`src/rtl/vga_pkg.sv`:
```
// Shared VGA pipeline definitions: screen size and the player state encoding.
package vga_pkg;

    localparam int HOR_PIXELS = 1024;
    localparam int VER_PIXELS = 768;

    typedef enum logic [1:0] {
        ST_GROUND,
        ST_RISE,
        ST_FALL
    } player_state_t;

endpackage

```
`src/rtl/vga_if.sv`:
```
// Pixel stream bundle passed between the VGA drawing stages.
interface vga_if;
    logic [10:0] vcount;
    logic        vsync;
    logic        vblnk;
    logic [10:0] hcount;
    logic        hsync;
    logic        hblnk;
    logic [11:0] rgb;

    modport in  (input  vcount, vsync, vblnk, hcount, hsync, hblnk, rgb);
    modport out (output vcount, vsync, vblnk, hcount, hsync, hblnk, rgb);
endinterface

```
`src/rtl/player_ctl.sv`:
```
// Player motion: frame tick detection, jump latching, horizontal moves and
// the vertical jump state machine. Positions only move on the frame tick.
//
//   state     | meaning
//   ST_GROUND | resting on the ground line, vy = 0
//   ST_RISE   | moving up, vy decremented each tick until it reaches 0
//   ST_FALL   | moving down, vy increments up to the fall cap until landing
module player_ctl
    import vga_pkg::*;
#(
    parameter int PLAYER_W = 32,
    parameter int PLAYER_H = 48,
    parameter int X_INIT   = 100,
    parameter int GROUND_Y = 500,
    parameter int SPEED_X  = 2,
    parameter int JUMP_V0  = 12,
    parameter int GRAVITY  = 1,
    parameter int MAX_FALL = 15
) (
    input  logic        clk,
    input  logic        rst,
    input  logic        vblnk,
    input  logic        btn_left,
    input  logic        btn_right,
    input  logic        btn_jump,
    output logic [10:0] pos_x,
    output logic [10:0] pos_y,
    output logic        on_ground
);

    localparam logic [10:0] Y_REST = 11'(GROUND_Y - PLAYER_H);
    localparam logic [10:0] X_MAX  = 11'(HOR_PIXELS - PLAYER_W);
    localparam logic [10:0] SPD    = 11'(SPEED_X);
    localparam logic [5:0]  V0     = 6'(JUMP_V0);
    localparam logic [5:0]  GRV    = 6'(GRAVITY);
    localparam logic [5:0]  VMAX   = 6'(MAX_FALL);

    logic          vblnk_d;
    logic          tick;
    logic          jump_req;
    logic          jump_now;
    player_state_t state;
    logic [5:0]    vy;
    logic [10:0]   x_next;
    logic [11:0]   x_sum;
    logic [6:0]    vy_inc;
    logic [5:0]    vy_fall;
    logic [5:0]    vy_rise;
    logic [10:0]   y_rise;
    logic [11:0]   y_fall;

    assign tick     = vblnk & ~vblnk_d;
    // a press on the tick cycle itself must still count for that tick
    assign jump_now = jump_req | btn_jump;

    // next horizontal position; clamps are decided before any subtraction
    always_comb begin
        x_next = pos_x;
        x_sum  = {1'b0, pos_x} + {1'b0, SPD};
        if (btn_left && !btn_right) begin
            x_next = (pos_x < SPD) ? 11'd0 : pos_x - SPD;
        end else if (btn_right && !btn_left) begin
            x_next = (x_sum > {1'b0, X_MAX}) ? X_MAX : x_sum[10:0];
        end
    end

    // next vertical values for the rising and falling phases
    always_comb begin
        vy_inc  = {1'b0, vy} + {1'b0, GRV};
        vy_fall = (vy_inc > {1'b0, VMAX}) ? VMAX : vy_inc[5:0];
        vy_rise = (vy < GRV) ? 6'd0 : vy - GRV;
        y_rise  = (pos_y < {5'd0, vy}) ? 11'd0 : pos_y - {5'd0, vy};
        y_fall  = {1'b0, pos_y} + {6'd0, vy_fall};
    end

    // frame tick edge detector and jump request latch
    always_ff @(posedge clk or negedge rst) begin
        if (!rst) begin
            vblnk_d  <= 1'b0;
            jump_req <= 1'b0;
        end else begin
            vblnk_d <= vblnk;
            if (tick) begin
                jump_req <= 1'b0;
            end else if (btn_jump) begin
                jump_req <= 1'b1;
            end
        end
    end

    // horizontal position register
    always_ff @(posedge clk or negedge rst) begin
        if (!rst) begin
            pos_x <= 11'(X_INIT);
        end else if (tick) begin
            pos_x <= x_next;
        end
    end

    // vertical jump FSM with registered position and ground flag
    always_ff @(posedge clk or negedge rst) begin
        if (!rst) begin
            state     <= ST_GROUND;
            vy        <= '0;
            pos_y     <= Y_REST;
            on_ground <= 1'b1;
        end else if (tick) begin
            case (state)
                ST_GROUND: begin
                    pos_y <= Y_REST;
                    vy    <= '0;
                    if (jump_now) begin
                        vy        <= V0;
                        state     <= ST_RISE;
                        on_ground <= 1'b0;
                    end
                end
                ST_RISE: begin
                    pos_y <= y_rise;
                    vy    <= vy_rise;
                    if (vy_rise == 6'd0) begin
                        state <= ST_FALL;
                    end
                end
                ST_FALL: begin
                    if (y_fall >= {1'b0, Y_REST}) begin
                        pos_y     <= Y_REST;
                        vy        <= '0;
                        state     <= ST_GROUND;
                        on_ground <= 1'b1;
                    end else begin
                        pos_y <= y_fall[10:0];
                        vy    <= vy_fall;
                    end
                end
                default: begin
                    pos_y     <= Y_REST;
                    vy        <= '0;
                    state     <= ST_GROUND;
                    on_ground <= 1'b1;
                end
            endcase
        end
    end

endmodule

```
`src/rtl/draw_player.sv`:
```
// Player overlay stage: paints the player rectangle over the background
// stream with a fixed two-clock latency and exports the player position.
module draw_player
    import vga_pkg::*;
#(
    parameter int          PLAYER_W   = 32,
    parameter int          PLAYER_H   = 48,
    parameter int          X_INIT     = 100,
    parameter int          GROUND_Y   = 500,
    parameter int          SPEED_X    = 2,
    parameter int          JUMP_V0    = 12,
    parameter int          GRAVITY    = 1,
    parameter int          MAX_FALL   = 15,
    parameter logic [11:0] PLAYER_RGB = 12'hF00
) (
    input  logic        clk,
    input  logic        rst,
    vga_if.in           vga_in,
    vga_if.out          vga_out,
    input  logic        btn_left,
    input  logic        btn_right,
    input  logic        btn_jump,
    output logic [10:0] pos_x,
    output logic [10:0] pos_y,
    output logic        on_ground
);

    logic [10:0] s1_vcount, s1_hcount, s2_vcount, s2_hcount;
    logic        s1_vsync, s1_vblnk, s1_hsync, s1_hblnk;
    logic        s2_vsync, s2_vblnk, s2_hsync, s2_hblnk;
    logic [11:0] s1_rgb, s2_rgb;
    logic        s1_inside;
    logic        in_x, in_y;

    player_ctl #(
        .PLAYER_W (PLAYER_W),
        .PLAYER_H (PLAYER_H),
        .X_INIT   (X_INIT),
        .GROUND_Y (GROUND_Y),
        .SPEED_X  (SPEED_X),
        .JUMP_V0  (JUMP_V0),
        .GRAVITY  (GRAVITY),
        .MAX_FALL (MAX_FALL)
    ) u_ctl (
        .clk       (clk),
        .rst       (rst),
        .vblnk     (vga_in.vblnk),
        .btn_left  (btn_left),
        .btn_right (btn_right),
        .btn_jump  (btn_jump),
        .pos_x     (pos_x),
        .pos_y     (pos_y),
        .on_ground (on_ground)
    );

    // rectangle bounds at 12 bits so pos + size cannot wrap
    assign in_x = ({1'b0, vga_in.hcount} >= {1'b0, pos_x}) &&
                  ({1'b0, vga_in.hcount} <= {1'b0, pos_x} + 12'(PLAYER_W - 1));
    assign in_y = ({1'b0, vga_in.vcount} >= {1'b0, pos_y}) &&
                  ({1'b0, vga_in.vcount} <= {1'b0, pos_y} + 12'(PLAYER_H - 1));

    // stage 1: register the incoming stream and the inside-rectangle result
    always_ff @(posedge clk or negedge rst) begin
        if (!rst) begin
            s1_vcount <= '0;
            s1_vsync  <= 1'b0;
            s1_vblnk  <= 1'b0;
            s1_hcount <= '0;
            s1_hsync  <= 1'b0;
            s1_hblnk  <= 1'b0;
            s1_rgb    <= '0;
            s1_inside <= 1'b0;
        end else begin
            s1_vcount <= vga_in.vcount;
            s1_vsync  <= vga_in.vsync;
            s1_vblnk  <= vga_in.vblnk;
            s1_hcount <= vga_in.hcount;
            s1_hsync  <= vga_in.hsync;
            s1_hblnk  <= vga_in.hblnk;
            s1_rgb    <= vga_in.rgb;
            s1_inside <= in_x && in_y;
        end
    end

    // stage 2: choose player colour outside blanking, else pass background
    always_ff @(posedge clk or negedge rst) begin
        if (!rst) begin
            s2_vcount <= '0;
            s2_vsync  <= 1'b0;
            s2_vblnk  <= 1'b0;
            s2_hcount <= '0;
            s2_hsync  <= 1'b0;
            s2_hblnk  <= 1'b0;
            s2_rgb    <= '0;
        end else begin
            s2_vcount <= s1_vcount;
            s2_vsync  <= s1_vsync;
            s2_vblnk  <= s1_vblnk;
            s2_hcount <= s1_hcount;
            s2_hsync  <= s1_hsync;
            s2_hblnk  <= s1_hblnk;
            s2_rgb    <= (s1_inside && !s1_hblnk && !s1_vblnk) ? PLAYER_RGB : s1_rgb;
        end
    end

    assign vga_out.vcount = s2_vcount;
    assign vga_out.vsync  = s2_vsync;
    assign vga_out.vblnk  = s2_vblnk;
    assign vga_out.hcount = s2_hcount;
    assign vga_out.hsync  = s2_hsync;
    assign vga_out.hblnk  = s2_hblnk;
    assign vga_out.rgb    = s2_rgb;

endmodule

```
`src/flat_wrapper.sv`:
```
// flat-port wrapper written by rule: the top's interface ports become plain ports
module draw_player_flat import vga_pkg::*;
#(
    parameter int          PLAYER_W   = 32,
    parameter int          PLAYER_H   = 48,
    parameter int          X_INIT     = 100,
    parameter int          GROUND_Y   = 500,
    parameter int          SPEED_X    = 2,
    parameter int          JUMP_V0    = 12,
    parameter int          GRAVITY    = 1,
    parameter int          MAX_FALL   = 15,
    parameter logic [11:0] PLAYER_RGB = 12'hF00
)
  (clk, rst, btn_left, btn_right, btn_jump, pos_x, pos_y, on_ground, vga_in_vcount, vga_in_vsync, vga_in_vblnk, vga_in_hcount, vga_in_hsync, vga_in_hblnk, vga_in_rgb, vga_out_vcount, vga_out_vsync, vga_out_vblnk, vga_out_hcount, vga_out_hsync, vga_out_hblnk, vga_out_rgb);
  vga_if vga_in_i ();
  vga_if vga_out_i ();
  input  logic clk;
  input  logic rst;
  input  logic btn_left;
  input  logic btn_right;
  input  logic btn_jump;
  output logic [10:0] pos_x;
  output logic [10:0] pos_y;
  output logic on_ground;
  input wire logic [$bits(vga_in_i.vcount)-1:0] vga_in_vcount;
  input wire logic [$bits(vga_in_i.vsync)-1:0] vga_in_vsync;
  input wire logic [$bits(vga_in_i.vblnk)-1:0] vga_in_vblnk;
  input wire logic [$bits(vga_in_i.hcount)-1:0] vga_in_hcount;
  input wire logic [$bits(vga_in_i.hsync)-1:0] vga_in_hsync;
  input wire logic [$bits(vga_in_i.hblnk)-1:0] vga_in_hblnk;
  input wire logic [$bits(vga_in_i.rgb)-1:0] vga_in_rgb;
  output wire logic [$bits(vga_out_i.vcount)-1:0] vga_out_vcount;
  output wire logic [$bits(vga_out_i.vsync)-1:0] vga_out_vsync;
  output wire logic [$bits(vga_out_i.vblnk)-1:0] vga_out_vblnk;
  output wire logic [$bits(vga_out_i.hcount)-1:0] vga_out_hcount;
  output wire logic [$bits(vga_out_i.hsync)-1:0] vga_out_hsync;
  output wire logic [$bits(vga_out_i.hblnk)-1:0] vga_out_hblnk;
  output wire logic [$bits(vga_out_i.rgb)-1:0] vga_out_rgb;
  assign vga_in_i.vcount = vga_in_vcount;
  assign vga_in_i.vsync = vga_in_vsync;
  assign vga_in_i.vblnk = vga_in_vblnk;
  assign vga_in_i.hcount = vga_in_hcount;
  assign vga_in_i.hsync = vga_in_hsync;
  assign vga_in_i.hblnk = vga_in_hblnk;
  assign vga_in_i.rgb = vga_in_rgb;
  assign vga_out_vcount = vga_out_i.vcount;
  assign vga_out_vsync = vga_out_i.vsync;
  assign vga_out_vblnk = vga_out_i.vblnk;
  assign vga_out_hcount = vga_out_i.hcount;
  assign vga_out_hsync = vga_out_i.hsync;
  assign vga_out_hblnk = vga_out_i.hblnk;
  assign vga_out_rgb = vga_out_i.rgb;
  draw_player #(.PLAYER_W(PLAYER_W), .PLAYER_H(PLAYER_H), .X_INIT(X_INIT), .GROUND_Y(GROUND_Y), .SPEED_X(SPEED_X), .JUMP_V0(JUMP_V0), .GRAVITY(GRAVITY), .MAX_FALL(MAX_FALL), .PLAYER_RGB(PLAYER_RGB)) u_core (.clk(clk), .rst(rst), .vga_in(vga_in_i), .vga_out(vga_out_i), .btn_left(btn_left), .btn_right(btn_right), .btn_jump(btn_jump), .pos_x(pos_x), .pos_y(pos_y), .on_ground(on_ground));
endmodule
```
`config.mk`:
```
export PLATFORM = sky130hd
export DESIGN_NAME = draw_player_flat
export DESIGN_NICKNAME = d
export VERILOG_FILES = /design/src/rtl/vga_pkg.sv /design/src/rtl/vga_if.sv /design/src/rtl/player_ctl.sv /design/src/rtl/draw_player.sv /design/src/flat_wrapper.sv
export SDC_FILE = /design/constraint.sdc
export NUM_CORES = 1
export LEC_CHECK = 0
export ABC_AREA = 1
export CAP_MARGIN = 0
export CORE_ASPECT_RATIO = 1.5
export CORE_MARGIN = 2
export CORE_UTILIZATION = 49
export DETAILED_ROUTE_END_ITERATION = 10
export PLACE_DENSITY_LB_ADDON = 0.08
export RECOVER_POWER = 25
export SLEW_MARGIN = 20
export SYNTH_ARGS = -nofsm -noshare
export SYNTH_HDL_FRONTEND = slang
export SYNTH_SLANG_ARGS = --single-unit
```
`constraint.sdc`:
```
create_clock -name clk -period 2.9 [get_ports clk]
set_input_delay 0.58 -clock clk [delete_from_list [all_inputs] [get_ports clk]]
set_output_delay 0.58 -clock clk [all_outputs]
set_load 0.02 [all_outputs]
```
==> results.toml, run 1 <==
[status]
status = "completed"

[yosys]
syn_area_per_cell_um2 = 8.74
synth_area_um2 = 6410
yosys_warnings = 0
synth_cells = 734
synth-main-ff-cell = "dfrtp_1"
synth-edff-count = 0
ys_async_sr_fraction_pct = 100
yosysSeqAreaShare_pct = 42.3
yosysUniqueCellTypes = 54
synth-seq-cells = 108

[clock_tree]
htreeDepth = 3
cts_max_path_buffers = 2
cts_root_buf = "clkbuf_16"
clk_pin_slew_ns = 0.08
clkSinkCount = 108
worstSkewPairLatency_ns = 0.35
numCtsBuffers = 9
cts_tree = "built"

[place]
gp_congestion = 0.939
dp_cells = 1003
placed_area_um2 = 7720
portBuffers = 102
place_hpwl_um = 12500

[route]
avgViaCountPerCell = 5.32
vias = 5457
ant_nets = 0
wl_per_cell_um = 16.0
drc_errors = 0
drt_iter0_drc = 307
routed_wl_um = 16400
dr.pass1.iters = 5

[pwr]
p_leak_nw = 4.03
clkPwrFrac_pct = 17.1
p_sw_w = 0.00348
swShare_pct = 45.1
comb_power_share_pct = 57.3
vdd_drop_max_uv = 688
p_seq_share_pct = 25.6
powerDensity_nw_per_um2 = 924
internal_power_w = 0.00423

[critical_path]
startpoint_type = "flop"
crit_arrival_ns = 3.15
reg2regPathDepth = 19
worst_ep_required_time_ns = 3.19
timing.rr.end = "u_core.u_ctl.state[1]"
worstSetupPathType = "flop to flop"
crit_path_end_kind = "flop"
rr_startpoint = "u_core.u_ctl.vy[1]"
path_max_fanout = 7
rrSetupSlack_ns = 0.04

[timing]
slew_viol_final = 0
hold_viol = 0
finalSetupViolations = 0
fin_crit_sh_pct = 98.8
fmax_mhz = 349
final.min_clock_period_ns = 2.86
clock_skew_ns = 0.00715
rsz0062_at_grt = "yes"
slew_headroom_pct = 7.91
setup_tns_ns = 0
worstMarginPinSlew_ns = 1.38

[floorplan]
fp.dieArea_um2 = 14000
start_util_pct = 49.8
die_h_um = 144
design.core.area_um2 = 12900
die_w_um = 97.4
ios = 104
rows = 51

[grt]
grt_pass1_wl_um = 26500
antenna_found_initial = 0
grt_max_degree = 54
grt_overflow = 0
grt_pass1_vias = 5360
track_usage_pct = 23.5

[final_layout]
n_antenna_cell = 0
drive_above_1_share_pct = 16.0
layout.nets = 973
final_area_um2 = 8340
n_fill_cell = 1108
area_growth_pct = 30.0
final_cell_mix = "132 x nand2_1, 99 x dfrtp_1, 84 x inv_1, 74 x clkdlybuf4s50_1, 62 x nor2_1"
layout_commonest_cell = "nand2_1"
finalNonFillerCells = 1026
seq_area_um2 = 2710
fin_util_pct = 64.7
multi_input_area_um2 = 3520

[job]
cap_violations = 0

[worst_hold_path]
min_to = "u_core.vga_out.hcount[6]"
hold_class = "flop to flop"
hp-start = "u_core.s1_hcount[6]"
min_path_cells = 0
[Yosys cell counts, drive strengths merged (7+ instances only)]
cell	instances	share of area [%]
nand3	47	4.1
nand4	14	1.8
inv	91	5.3
ha	66	13
xor2	30	4.2
nor3	12	1.1
buf	9	0.92
o21ai	25	2.2
a21boi	7	0.99
dfstp	8	3.3
nand2	159	9.8
dfrtp	100	39
nor2	75	5.2
a21oi	47	3.7
[power by group through the flow]
stage               sequential, W  combinational (W)  clock [W]
global placement          0.00197            0.00381          0
global route              0.00200            0.00489    0.00142
floorplan                 0.00209            0.00259          0
detailed placement        0.00198            0.00389          0
CTS                       0.00195            0.00396    0.00136
finish                    0.00197            0.00441    0.00132
[routing by layer]
layer  GRT usage (%)  wire length [µm]  vias to the layer above
li1                -                 -                     2664
met4            7.24               367                        0
met3            3.67               635                       31
met5               0                 0                        -
met2            42.5              8570                      161
met1            28.9              6860                     2601
[timing repair]
action / CTS / global route
pin swaps: 3 / 24
cloned: 0 / 0
resized for setup: 5 / 49
setup buffers: 1 / 6
hold buffers: 0 / 0
endpoints found under the setup margin: 16 / 16
[state kept, by name, summed over array words and instances, names as in the netlist, 2 cells and up]
name                   cells
u_core.u_ctl.pos_y        11
u_core.u_ctl.state         2
u_core.s1_vcount          11
u_core.s1_hcount          11
u_core.vga_out.hcount     11
u_core.s1_rgb             12
u_core.u_ctl.vy            6
u_core.vga_out.vcount     11
u_core.vga_out.rgb        12
u_core.u_ctl.pos_x        10
[stage by stage]
step	total power (W)	hold WS (ns)	setup slack, ns
6_report	0.00770	0.351	0.0359
5_1_grt	0.00832	0.359	-0.153
4_1_cts	0.00727	0.290	0.00315
3_5_place_dp	0.00587	0.335	-0.154
3_3_place_gp	0.00578	0.331	0.00781
2_1_floorplan	0.00468	0.284	0.0522
[critical path, stage by stage (launching register included)]
cell and delay (ns):
dfrtp_2 0.45, inv_1 0.14, ha_4 0.23, nand2_2 0.06, nor2_2 0.04, nand3_1 0.10, nand3_2 0.13, ha_4 0.20
fa_2 0.42, nand3_4 0.11, nand2_4 0.08, nand2_4 0.07, nand2_2 0.06, nand3_2 0.08, nand3_4 0.09, nor2_8 0.17
nand3_4 0.15, nand3_2 0.11, nand2_1 0.05, nand2_1 0.06
[worst max path at each step]
| stage | startpoint | to | cells after the start | slack [ns] |
|---|---|---|---|---|
| after CTS | u_core.u_ctl.vy[0] | u_core.u_ctl.state[1] | 18 | 0.003 |
| after global routing | u_core.u_ctl.vy[0] | u_core.u_ctl.state[1] | 19 | -0.15 |
| after floorplan | u_core.u_ctl.vy[0] | u_core.u_ctl.state[0] | 18 | 0.05 |
| after detailed placement | u_core.u_ctl.vy[1] | u_core.u_ctl.state[1] | 18 | -0.15 |
| final | u_core.u_ctl.vy[1] | u_core.u_ctl.state[1] | 19 | 0.04 |
| after global placement | u_core.u_ctl.vy[1] | u_core.u_ctl.state[0] | 18 | 0.008 |
[logic make-up after synthesis]
logic type,after synthesis,synth area share (%)
XOR/XNOR,34,4.76
flip-flops,108,42.3
other,1,0.0585
adder cells (fa/ha/maj),68,13.5
AND/OR/NAND/NOR,314,22.8
buffers and inverters,105,6.54
AO/OA/AOI/OAI,104,10.0
[cell type report]
cell class,count,area share (%)
timing repair buffer,128,14.7
clock inverter,7,1.23
inverter,92,4.14
clock buffer,9,2.70
sequential,108,32.6
tap,159,2.39
multi-input combinational,523,42.3
Note: power is estimated with default switching activity, not from simulation.
==> run 2: changes to the inputs <==
--- a/config.mk
+++ b/config.mk
@@ -7,9 +7,11 @@
 export LEC_CHECK = 0
 export ABC_AREA = 1
 export CAP_MARGIN = 0
+export CELL_PAD_IN_SITES_DETAIL_PLACEMENT = 0
+export CELL_PAD_IN_SITES_GLOBAL_PLACEMENT = 1
 export CORE_ASPECT_RATIO = 1.5
 export CORE_MARGIN = 2
-export CORE_UTILIZATION = 49
+export CORE_UTILIZATION = 37
 export DETAILED_ROUTE_END_ITERATION = 10
 export PLACE_DENSITY_LB_ADDON = 0.08
 export RECOVER_POWER = 25
==> run 2 against run 1 <==
Die area is 31% higher. Design area rose by 0.57%. Combinational power hardly changed. Sequential share of layout area shrank 0.20 points. The run now ends with capacitance limit, slew limit, setup timing left. Critical endpoint unchanged. Maximum frequency down 1.3%. Non-clock buffer count grew 10. Via count shrank 1.6%.
==> results.toml, run 2 (synthesis results as in run 1) <==
[status]
status = "finished, violations left"
failed_checks = "capacitance limit, slew limit, setup timing"

[worst_hold_path]
hp-start = "u_core.s1_hcount[0]"
min_path_cells = 0
hold_class = "flop to flop"
min_to = "u_core.vga_out.hcount[0]"

[clock_tree]
worstSkewPairLatency_ns = 0.37
numCtsBuffers = 9
clkSinkCount = 108
cts_tree = "built"
clk_pin_slew_ns = 0.08
cts_root_buf = "clkbuf_16"
hold_buffers = 0
htreeDepth = 3
cts_max_path_buffers = 2

[floorplan]
die_h_um = 165
fp.dieArea_um2 = 18400
start_util_pct = 37.3
ios = 104
design.core.area_um2 = 17200
die_w_um = 112
rows = 59

[timing]
slew_viol_final = 41
slew_headroom_pct = -43.1
final.min_clock_period_ns = 2.90
clock_skew_ns = 0.00890
fmax_mhz = 345
finalSetupViolations = 1
hold_viol = 0
rsz0062_at_grt = "yes"
final.setup.worst_slack_ns = -0.000911
worstMarginPinSlew_ns = 2.15
fin_crit_sh_pct = 100

[final_layout]
area_growth_pct = 30.7
seq_area_um2 = 2710
drive_above_1_share_pct = 15.3
final_area_um2 = 8380
layout_commonest_cell = "nand2_1"
n_antenna_cell = 0
layout.nets = 983
n_fill_cell = 1682
finalNonFillerCells = 1090
multi_input_area_um2 = 3440
final_cell_mix = "141 x nand2_1, 101 x clkdlybuf4s50_1, 100 x dfrtp_1, 84 x inv_1, 65 x nor2_1"

[place]
gp_congestion = 0.886
dp_cells = 1069
placed_area_um2 = 7880
place_hpwl_um = 13700
portBuffers = 102

[route]
drt_iter0_drc = 277
drc_errors = 0
wl_per_cell_um = 15.8
avgViaCountPerCell = 4.93
vias = 5369
ant_nets = 0
routed_wl_um = 17200
dr.pass1.iters = 4

[grt]
grt_pass1_vias = 5500
grt_pass1_wl_um = 28000
grt_overflow = 0
track_usage_pct = 19.3
grt_max_degree = 47
antenna_found_initial = 0

[critical_path]
crit_start = "u_core.u_ctl.vy[0]"
crit_arrival_ns = 3.15
rrSetupSlack_ns = -0.0009
rr_startpoint = "u_core.u_ctl.vy[0]"
timing.rr.end = "u_core.u_ctl.state[1]"
startpoint_type = "flop"
worstSetupPathType = "flop to flop"
reg2regPathDepth = 18
path_max_fanout = 7
crit_path_end_kind = "flop"
worst_ep_required_time_ns = 3.15

[pwr]
p_leak_nw = 4.02
vdd_drop_max_uv = 515
powerDensity_nw_per_um2 = 910

[job]
cap_violations = 1
[run 2: cell count changes in the layout (fill, tap and decap cells not counted), moves of 3 or more]
cell | previous run | this run
buf_4 | 24 | 33
clkdlybuf4s50_1 | 74 | 101
dlygate4sd3_1 | 27 | 0
nand2_1 | 132 | 141
nand2_2 | 22 | 16
nand2_4 | 5 | 2
nor2_1 | 62 | 65
nor2_2 | 9 | 6
[run 2: layout make-up]
cell class              count  area share [%]
multi-input cells         523            41.1
inverters                  92            4.12
clock buffers               9            2.69
flip-flops and latches    108            32.4
clock inverters             7            1.03
well taps                 213            3.18
repair buffers            138            15.6
[run 2: worst max-delay path by stage]
stage,end,slack [ns],depth (start not counted)
global route,u_core.u_ctl.vy[2],-0.15,19
finish,u_core.u_ctl.state[1],-0.0009,18
CTS,u_core.u_ctl.state[1],0.001,18
floorplan,u_core.u_ctl.state[0],0.05,18
global placement,u_core.u_ctl.state[1],0.02,18
detailed placement,u_core.u_ctl.state[1],-0.13,18
[run 2: through the flow]
stage / TNS (ns) / total power, W / hold WS [ns] / setup slack (ns) / utilization (%)
3_3_place_gp: 0 / 0.00602 / 0.332 / 0.0166 / 45.8
5_1_grt: -1.78 / 0.00826 / 0.358 / -0.153 / 48.7
3_5_place_dp: -1.20 / 0.00608 / 0.335 / -0.130 / 45.8
6_report: -0.000911 / 0.00763 / 0.352 / -0.000911 / 48.7
4_1_cts: 0 / 0.00744 / 0.187 / 0.00130 / 47.8
2_1_floorplan: 0 / 0.00468 / 0.284 / 0.0522 / -
[run 2: worst max-delay path, stage by stage, from the launching register on]
cell and delay [ns]:
dfrtp_1 0.41, ha_2 0.24, nand2_2 0.08, inv_2 0.07
nand3_2 0.07, o21ai_4 0.18, nand3_2 0.14, ha_4 0.18
fa_2 0.37, nand3_2 0.12, nand2_4 0.07, nand2_2 0.08
nand3_1 0.06, nand2_1 0.13, nand4_4 0.20, nand3_4 0.17
nand3_2 0.09, nand2_1 0.08, nand2_1 0.06
[run 2: power breakdown]
group / switching (W) / internal, W / total (W)
sequential: 0.000214 / 0.00173 / 0.00195
clock: 0.000659 / 0.000620 / 0.00128
combinational: 0.00258 / 0.00183 / 0.00441
total: 0.00346 / 0.00418 / 0.00763
[run 2: layer usage]
layer	GRT usage, %	routed length (µm)	vias to the layer above
met1	22.2	7040	2563
met2	36.2	9230	111
li1	-	-	2676
met5	0	0	-
met4	6.79	347	0
met3	3.28	557	19
[run 2: what timing repair did]
action / 4_1_cts / 5_1_grt
resized for setup: 7 / 28
setup endpoints to repair: 15 / 16
hold endpoints to repair: 0 / 0
setup buffers: 1 / 4
cloned: 0 / 0
pin swaps: 3 / 10
==> run 3: changes to the inputs <==
--- a/config.mk
+++ b/config.mk
@@ -7,11 +7,11 @@
 export LEC_CHECK = 0
 export ABC_AREA = 1
 export CAP_MARGIN = 0
-export CELL_PAD_IN_SITES_DETAIL_PLACEMENT = 0
-export CELL_PAD_IN_SITES_GLOBAL_PLACEMENT = 1
+export CELL_PAD_IN_SITES_DETAIL_PLACEMENT = 1
+export CELL_PAD_IN_SITES_GLOBAL_PLACEMENT = 2
 export CORE_ASPECT_RATIO = 1.5
 export CORE_MARGIN = 2
-export CORE_UTILIZATION = 37
+export CORE_UTILIZATION = 29
 export DETAILED_ROUTE_END_ITERATION = 10
 export PLACE_DENSITY_LB_ADDON = 0.08
 export RECOVER_POWER = 25
==> run 3 against run 2 <==
The run now ends clean. Design area rose by 2.5%. Sequential power about the same. Clock power about the same. Combinational power increased by 7.3%. Largest cell class unchanged. Largest power group unchanged. Highest routed layer unchanged.
==> results.toml, run 3 (synthesis results as in run 1) <==
[status]
status = "completed"

[critical_path]
worstSetupPathType = "flop to flop"
startpoint_type = "flop"
path_max_fanout = 6
cp_cell_sequence = "ha_4 > nand2_4 > inv_2 > nand3_2 > o21ai_4 > nand3_4 > ha_4 > fa_2 > nand3_2 > nand2_2 > nand2_2 > nand2_2 > nand2_2 > nand2_2 > nand4_4 > buf_6 > nand4_4 > o21bai_4"
cpMaxStageDelayCell = "dfrtp_2"
worst-path-buf-inv = 2
cp_slowest_stage_delay_ns = 0.43
crit_arrival_ns = 3.14
crit_top_cell = "nand2_2"
timing.rr.end = "u_core.u_ctl.pos_y[1]"
crit_path_end_kind = "flop"
rr_startpoint = "u_core.u_ctl.vy[0]"
rrSetupSlack_ns = 0.05
reg2regPathDepth = 18
worst_ep_required_time_ns = 3.18
cp_top_family = "simple AND/OR/NAND/NOR gates"

[final_layout]
area_growth_pct = 33.9
n_antenna_cell = 0
layout_commonest_cell = "nand2_1"
final_area_um2 = 8590
layout.nets = 988
n_fill_cell = 2508
finalNonFillerCells = 1154
drive_above_1_share_pct = 17.9
final_cell_mix = "132 x nand2_1, 98 x dfrtp_1, 83 x inv_1, 83 x clkdlybuf4s50_1, 63 x nor2_1"
fin_util_pct = 39.6

[route]
drt_iter0_drc = 155
dr.pass1.iters = 4
vias = 5480
ant_nets = 0
avgViaCountPerCell = 4.75
wl_per_cell_um = 17.6
routed_wl_um = 20300
drc_errors = 0

[pwr]
internal_power_w = 0.00430
p_sw_w = 0.00369
powerDensity_nw_per_um2 = 930
comb_power_share_pct = 59.2
swShare_pct = 46.1
p_seq_share_pct = 24.5
p_leak_nw = 4.08
vdd_drop_max_uv = 308
clkPwrFrac_pct = 16.3

[job]
cap_violations = 0

[timing]
rsz0062_at_grt = "yes"
fmax_mhz = 350
slew_viol_final = 0
fin_crit_sh_pct = 98.4
slew_headroom_pct = 11.9
hold_viol = 0
final.setup.worst_slack_ns = 0.0466
worstMarginPinSlew_ns = 1.32
setup_tns_ns = 0
clock_skew_ns = 0.0127
final.min_clock_period_ns = 2.85
finalSetupViolations = 0

[worst_hold_path]
min_to = "u_core.vga_out.vcount[2]"
min_path_cells = 0
hold_class = "flop to flop"
hp-start = "u_core.s1_vcount[2]"

[place]
dp_cells = 1130
placed_area_um2 = 7970
gp_congestion = 0.849
portBuffers = 102
place_worst_setup_slack_ns = -0.162
place_hpwl_um = 16700

[grt]
grt_max_degree = 48
grt_pass1_vias = 6023
antenna_found_initial = 0
grt_overflow = 0
track_usage_pct = 17.8
grt_pass1_wl_um = 32400

[floorplan]
design.core.area_um2 = 21700
rows = 66
ios = 104
fp.dieArea_um2 = 23300
die_h_um = 186
die_w_um = 125
start_util_pct = 29.5

[clock_tree]
worstSkewPairLatency_ns = 0.36
cts_root_buf = "clkbuf_16"
numCtsBuffers = 9
hold_buffers = 0
htreeDepth = 3
cts_tree = "built"
cts_max_path_buffers = 2
clk_pin_slew_ns = 0.09
clkSinkCount = 108
==> run 3: cell count changes in the layout (fill, tap and decap cells not counted), moves of 4 or more <==
cell             previous run  this run
clkdlybuf4s50_1           101        83
dlygate4sd3_1               0        18
nand2_1                   141       132
nand2_2                    16        25
buf_4                      33        37
==> run 3: worst max path at each step <==
stage / startpoint / endpoint / slack [ns] / depth (start not counted)
3_5_place_dp: u_core.u_ctl.vy[1] / u_core.u_ctl.state[1] / -0.16 / 18
3_3_place_gp: u_core.u_ctl.vy[0] / u_core.u_ctl.state[1] / 0.007 / 18
2_1_floorplan: u_core.u_ctl.vy[0] / u_core.u_ctl.state[0] / 0.05 / 18
4_1_cts: u_core.u_ctl.vy[1] / u_core.u_ctl.state[1] / 0.003 / 20
5_1_grt: u_core.u_ctl.vy[0] / u_core.u_ctl.vy[3] / -0.16 / 21
6_report: u_core.u_ctl.vy[0] / u_core.u_ctl.pos_y[1] / 0.05 / 18
==> run 3: final cells by class <==
type / count / area, µm² / area share, %
inverters: 92 / 345 / 4.02
clock inverters: 7 / 91.3 / 1.06
well taps: 272 / 340 / 3.96
multi-input cells: 523 / 3530 / 41.0
flip-flops and latches: 108 / 2720 / 31.6
repair buffers: 143 / 1350 / 15.7
clock buffers: 9 / 225 / 2.62
==> run 3: power by group through the flow <==
stage / Sequential [W] / Combinational (W) / Clock, W
global route: 0.00199 / 0.00527 / 0.00140
global placement: 0.00196 / 0.00415 / 0
floorplan: 0.00209 / 0.00259 / 0
finish: 0.00196 / 0.00473 / 0.00130
detailed placement: 0.00197 / 0.00427 / 0
CTS: 0.00196 / 0.00463 / 0.00135
==> run 3: metrics by stage <==
stage / hold slack [ns] / power [W]
2_1_floorplan: 0.284 / 0.00468
3_3_place_gp: 0.331 / 0.00612
3_5_place_dp: 0.336 / 0.00624
4_1_cts: 0.260 / 0.00794
5_1_grt: 0.358 / 0.00867
6_report: 0.341 / 0.00799
==> run 3: what timing repair did <==
item,in CTS,in global routing
pin swaps,20,15
gates resized for setup,37,21
buffers inserted,7,1
endpoints found under the setup margin,16,17
==> run 3: routing by layer <==
metal | wire, µm | part of all wire [%] | track usage (%) | up-vias
met4 | 422 | 2.1 | 5.91 | 0
met5 | 0 | 0 | 0 | -
met2 | 11400 | 56 | 35.1 | 82
met3 | 409 | 2.0 | 2.32 | 24
met1 | 8060 | 40 | 19.6 | 2692
li1 | - | - | - | 2682
